--- config.mk ---
export PLATFORM = sky130hd
export DESIGN_NAME = xnor_diff_decoder
export DESIGN_NICKNAME = d
export VERILOG_FILES = /design/src/rtl/xnor_diff_decoder.sv
export SDC_FILE = /design/constraint.sdc
export NUM_CORES = 1
export LEC_CHECK = 0
export ABC_AREA = 1
export CAP_MARGIN = 30
export CORE_UTILIZATION = 30
export CTS_BUF_LIST = sky130_fd_sc_hd__clkbuf_8 sky130_fd_sc_hd__clkbuf_16
export DETAILED_ROUTE_END_ITERATION = 10
export PLACE_DENSITY = 0.48
export SLEW_MARGIN = 20
export SYNTH_ARGS = -nofsm -noshare
export SYNTH_HDL_FRONTEND = slang
export SYNTH_SLANG_ARGS = --single-unit
export TNS_END_PERCENT = 10
--- constraint.sdc ---
create_clock -name clk -period 2 [get_ports clk]
set_input_delay 0.6 -clock clk [delete_from_list [all_inputs] [get_ports clk]]
set_output_delay 0.6 -clock clk [all_outputs]
set_load 0.02 [all_outputs]
--- src/rtl/xnor_diff_decoder.sv ---
`timescale 1ns / 1ps
// XNOR differential line decoder. Each line sample is XNORed with the previous line level to
// recover the data bit. Recovered bits are packed LSB first into DATA_W-bit words, and each
// word is presented through a single-entry valid/ready holding buffer. If a word completes
// while the buffer is still occupied, that word is dropped and overrun pulses for one cycle.
module xnor_diff_decoder #(
    parameter int unsigned DATA_W   = 8,
    parameter logic        INIT_REF = 1'b1
) (
    input  logic              clk,
    input  logic              rst_n,
    input  logic              in_valid,
    input  logic              in_bit,
    input  logic              in_sof,
    output logic              out_valid,
    input  logic              out_ready,
    output logic [DATA_W-1:0] out_data,
    output logic              overrun
);

    localparam int unsigned      CntW    = $clog2(DATA_W);
    localparam logic [CntW-1:0]  LastIdx = CntW'(DATA_W - 1);

    logic              ref_q, ref_d;
    logic [CntW-1:0]   bit_cnt_q, bit_cnt_d;
    logic [DATA_W-1:0] shift_q, shift_d;
    logic              out_valid_q, out_valid_d;
    logic [DATA_W-1:0] out_data_q, out_data_d;
    logic              overrun_q, overrun_d;

    logic              prev_ref;
    logic              dec;
    logic [CntW-1:0]   idx;
    logic [DATA_W-1:0] word;
    logic              complete;
    logic              accept;
    logic              load;

    // Decode the current sample and work out where it lands in the word being assembled.
    always_comb begin
        // A frame start always decodes against the assumed reference level.
        prev_ref  = in_sof ? INIT_REF : ref_q;
        dec       = ~(in_bit ^ prev_ref);
        idx       = in_sof ? '0 : bit_cnt_q;
        word      = in_sof ? '0 : shift_q;
        word[idx] = dec;
        // in_sof forces idx to 0, so a frame start can never complete a word.
        complete  = in_valid && (idx == LastIdx);
        accept    = out_valid_q && out_ready;
        load      = complete && (!out_valid_q || out_ready);
    end

    // Next-state logic for the deserialiser and the output holding buffer.
    always_comb begin
        ref_d       = ref_q;
        bit_cnt_d   = bit_cnt_q;
        shift_d     = shift_q;
        out_valid_d = out_valid_q;
        out_data_d  = out_data_q;
        overrun_d   = complete && !load;

        if (in_valid) begin
            ref_d     = in_bit;
            shift_d   = complete ? '0 : word;
            bit_cnt_d = complete ? '0 : idx + CntW'(1);
        end

        if (load) begin
            out_valid_d = 1'b1;
            out_data_d  = word;
        end else if (accept) begin
            out_valid_d = 1'b0;
        end
    end

    // State registers; every output is taken straight from a flop.
    always_ff @(posedge clk or negedge rst_n) begin
        if (!rst_n) begin
            ref_q       <= INIT_REF;
            bit_cnt_q   <= '0;
            shift_q     <= '0;
            out_valid_q <= 1'b0;
            out_data_q  <= '0;
            overrun_q   <= 1'b0;
        end else begin
            ref_q       <= ref_d;
            bit_cnt_q   <= bit_cnt_d;
            shift_q     <= shift_d;
            out_valid_q <= out_valid_d;
            out_data_q  <= out_data_d;
            overrun_q   <= overrun_d;
        end
    end

    assign out_valid = out_valid_q;
    assign out_data  = out_data_q;
    assign overrun   = overrun_q;

endmodule

Yosys cells after proc, flatten, opt, wreduce, memory -nomap -nowiden
Index checks and enable logic that the tools add are counted.
- output and inout port bits: 10
- word-level logic and storage cells: 31
- input bits: 6
- register bits: 22
- add/subtract/negate cells: 1
- bitwise operators: 2
- reduce and logical (&&, ||, !) cells: 9
- muxes and demuxes: 10
- eq/ne operators: 1
- $lt $le $gt $ge: 2
- operators with widths (operator ; count):
    2-to-1 mux 8 bit ; 2
    bitwise mux 8 bit ; 1
    2-to-1 mux 3 bit ; 2
    logical AND 1 bit ; 5
    < comparator 3 x 4 -> 1 bit, second input constant ; 1
    2-to-1 mux 1 bit ; 4
    adder 3 x 1 -> 3 bit, second input constant ; 1
    demux 1 bit (select 3 bit) ; 1
    equality test 3 bit, second input constant ; 1
    greater-or-equal comparator 3 x 1 -> 1 bit, second input constant ; 1
    logical NOT 1 bit ; 2
    nonzero test 2 bit ; 1
    logical OR 1 bit ; 1
    inverter 1 bit ; 1
    XOR 1 bit ; 1

Longest topological paths before layout
Gate-level depths: netlist of run 1.
- depth in word-level cells: 7
- depth in mapped cells: 9
- mapped depth without buffers: 8

Worst setup path after synthesis of run 1
Ideal clock, no wire load.
- kind: in2reg
- start point: in in_sof
- end point: reg shift_q[5]
- stages on the path: 7
- data required time: 1.883 ns
- data arrival time: 1.162 ns
- setup slack: 0.721 ns
- library setup time: 0.117 ns
- buffers on the path: 1
- cells stage by stage: inv_2 buf_6 nand3_1 o21bai_1 nand2_1 nand2_1 nand2_1
- word-level cells in the longest chain between the ends: 7
- elaborated cells on any way between the ends: 14
- those cells by class: order compare: 2; eq/ne: 1; mux: 7; bitwise: 2; reduce/logical: 2
- ends and longest elaborated chain (element ; line ; RTL):
    start, declared ; 14 ; input logic in_sof,
    2-to-1 mux 3 bit ; 44 ; idx = in_sof ? '0 : bit_cnt_q;
    < comparator 3 x 4 -> 1 bit (not written as such) / greater-or-equal comparator 3 x 1 -> 1 bit (equally long branches) ; 46 ; word[idx] = dec;
    logical AND 1 bit (not written as such) ; 46 ;
    2-to-1 mux 1 bit (not written as such) ; 46 ;
    demux 1 bit (select 3 bit) ; 46 ;
    bitwise mux 8 bit ; 46 ;
    2-to-1 mux 8 bit * ; 64 ; shift_d = complete ? '0 : word;
    end signal, assigned ; 88 ; shift_q <= shift_d;
    end, declared ; 26 ; logic [DATA_W-1:0] shift_q, shift_d;
Every way passes the cells marked *; elsewhere a longest branch is shown, timed or not.
A chain may end at the register's enable or synchronous reset.

Worst setup path after layout of run 1
- start point: reg out_data_q[7] (netlist: out_data[7])
- end point: out out_data[7]
- RTL lines (element ; line ; RTL):
    start, declared ; 28 ; logic [DATA_W-1:0] out_data_q, out_data_d;
    start signal, assigned ; 90 ; out_data_q <= out_data_d;
    end, declared ; 17 ; output logic [DATA_W-1:0] out_data,
No word-level cell between the ends.

==> results of run 1 <==
==> routing by layer <==
metal  part of all wire [%]  up-vias  routed length, um  global-route usage [%]
li1                       -      496                  -                       -
met2                     45       14               1090                    23.0
met4                   0.79        0                 19                    4.36
met5                      0        -                  0                       0
met1                     50      423               1210                    18.1
met3                    3.4        2                 81                    4.20
==> power by group <==
| group | internal [mW] | switching [mW] |
|---|---|---|
| sequential | 0.462 | 0.0310 |
| combinational | 0.0799 | 0.125 |
| clock | 0.137 | 0.132 |
==> layout by cell type, fill, tap and decap left out, types with 5 or more instances in the layout <==
cell / netlist / routed
buf_4: 0 / 5
clkdlybuf4s50_1: 0 / 15
dfrtp_1: 20 / 20
inv_1: 9 / 10
nand2_1: 75 / 75
nand3_1: 5 / 5
nor2_1: 11 / 11
o21ai_0: 5 / 5
o21bai_1: 5 / 5
==> logic make-up after synthesis <==
kind of cell,Yosys count,synth area share [%]
buf+inv,16,6.55
flops,21,47.6
compound gates,10,5.65
simple gates,102,40.2
==> metrics by stage <==
step                utilization, %  instances  hold slack [ns]
global placement              38.9        213            0.465
CTS                           40.2        217            0.487
global route                  40.2        217            0.514
detailed placement            38.9        213            0.466
floorplan                        -        149            0.304
finish                        40.2        217            0.480
==> cell type report <==
cell class / instances / area (um^2)
Fill cell: 355 / 2060
Sequential cell: 21 / 527
Multi-Input combinational cell: 112 / 508
Timing Repair Buffer: 20 / 188
Inverter: 14 / 57.6
Tap cell: 46 / 57.6
Clock buffer: 3 / 41.3
Clock inverter: 1 / 3.75
==> sequential cells by signal (all words and copies together), names as in the netlist <==
name / flops
shift_q: 7
out_valid: 1
overrun: 1
out_data: 8
ref_q: 1
bit_cnt_q: 3
==> final timing paths <==
| check | from | endpoint | slack [ns] | cells after the start |
|---|---|---|---|---|
| setup / recovery | out_data[7] | out_data[7] | 0.18 | 1 |
| hold / removal | shift_q[0] | shift_q[0] | 0.48 | 2 |
| setup reg to reg | bit_cnt_q[2] | out_data[5] | 0.77 | 6 |
| hold reg to reg | shift_q[0] | shift_q[0] | 0.48 | 2 |
| max in group asynchronous | rst_n | ref_q | 1.05 | 2 |
| min in group asynchronous | rst_n | bit_cnt_q[0] | 0.69 | 2 |
==> cell usage after synthesis (all sizes together) <==
cell type,count,area (um^2)
buf,1,11.3
clkbuf,1,3.75
clkinv,1,8.76
dfrtp,20,500
dfstp,1,26.3
inv,13,48.8
nand2,80,318
nand3,8,62.6
nand4,1,6.26
nor2,13,58.8
o21ai,5,25.0
o21bai,5,37.5
==> results.py, run 1 <==
metrics = {
    "critical_path": {
        "path_delay_family": "buffers and inverters",
        "worstPathRequired_ns": 1.40,
        "end_kind": "output port",
        "crit_path_start_kind": "flip-flop",
        "critical_path_class": "reg2out",
        "cp_data_arrival_time_ns": 1.22,
        "max_stage_delay_ns": 0.60,
        "crit_chain": "clkdlybuf4s50_1",
        "cp_max_fo": 2,
        "cp_slowest_cell": "clkdlybuf4s50_1",
        "critPathBufInv": 1,
    },
    "synthesis": {
        "syn_inst": 149,
        "synth_area_um2": 1110,
        "ys_seq_elements": 21,
        "synth.avg_cell_area_um2": 7.43,
        "yosys_warnings": 0,
        "ys_seq_area_share_pct": 47.6,
        "ys_types": 19,
        "synth_nets": 155,
    },
    "clock_tree": {
        "htree_levels": 1,
        "path_clk_slew_ns": 0.07,
        "clk_latency_ns": 0.26,
        "cts.sinks": 21,
        "cts_root_buf": "clkbuf_8",
        "clockBufferDepth": 2,
        "postCtsHoldBufs": 0,
        "numCtsBuffers": 3,
        "post-cts-setup-buffers": 0,
        "cts_tree": "yes",
        "cts_resized": 0,
    },
    "floorplanning": {
        "dieHeight_um": 62.8,
        "row_count": 21,
        "core_um2": 3440,
        "die_w_um": 62.8,
        "start_util_pct": 32.2,
        "dieArea_um2": 3940,
        "ioPinCount": 16,
    },
    "grt": {
        "grt_use_total_pct": 14.2,
        "antenna_found_initial": 0,
        "grt_pass1_vias": 916,
        "grt_max_degree": 22,
        "grt_overflow": 0,
        "grt_pass1_wl_um": 4300,
    },
    "timing": {
        "fin_crit_sh_pct": 91.1,
        "setup_tns_ns": 0,
        "slew_headroom_pct": 77.4,
        "finalClockSkew_ns": 0.00452,
        "tightest_slew_ns": 0.338,
        "fin_ws_ns": 0.179,
        "final-max-slew-violation-count": 0,
        "hold_viol_final": 0,
        "grt_setup_unrepaired": "no",
        "finalCriticalPeriod_ns": 1.82,
        "max_freq_ghz": 0.549,
        "setup_viol": 0,
    },
    "routing": {
        "dr_total_vias": 935,
        "viasPerCell": 4.31,
        "wl_per_cell_um": 11.1,
        "drt_iter0_markers": 28,
        "drc_errors": 0,
        "postRouteAntennaNets": 0,
        "wl_um": 2410,
        "firstDrtPassIters": 4,
    },
    "cells_and_area": {
        "antennaDiodeCount": 0,
        "layout-drive-gt1-share_pct": 14.0,
        "syn_to_final_growth_pct": 24.9,
        "fin_area_um2": 1380,
        "nets": 178,
    },
    "power": {
        "p_leak_nw": 0.726,
        "power_uw": 966,
        "power.density_nw_per_um2": 699,
        "worst_ir_drop_vdd_uv": 496,
    },
    "place": {
        "placed_area_um2": 1340,
        "gp_congestion": 0.879,
        "portBuffers": 15,
        "post-dp-hpwl_um": 1790,
        "dp_slack_ns": -0.000575,
    },
    "worst_hold_path": {
        "hold_path.class": "reg2reg",
    },
    "run": {
        "cap_violations": 0,
    },
    "status": {
        "status": "completed",
    },
}
Power figures use the tool's default switching activity.
==> inputs of run 2 (changes only) <==
SKIP_CTS_REPAIR_TIMING = 1   (was default)
==> results of run 2 <==
Final layout, timing and power as in run 1 (identical DEF).
==> inputs of run 3 (changes only) <==
ABC_CLOCK_PERIOD_IN_PS = 2000   (was default)
==> results of run 3 <==
Final layout, timing and power as in run 1 (identical DEF).
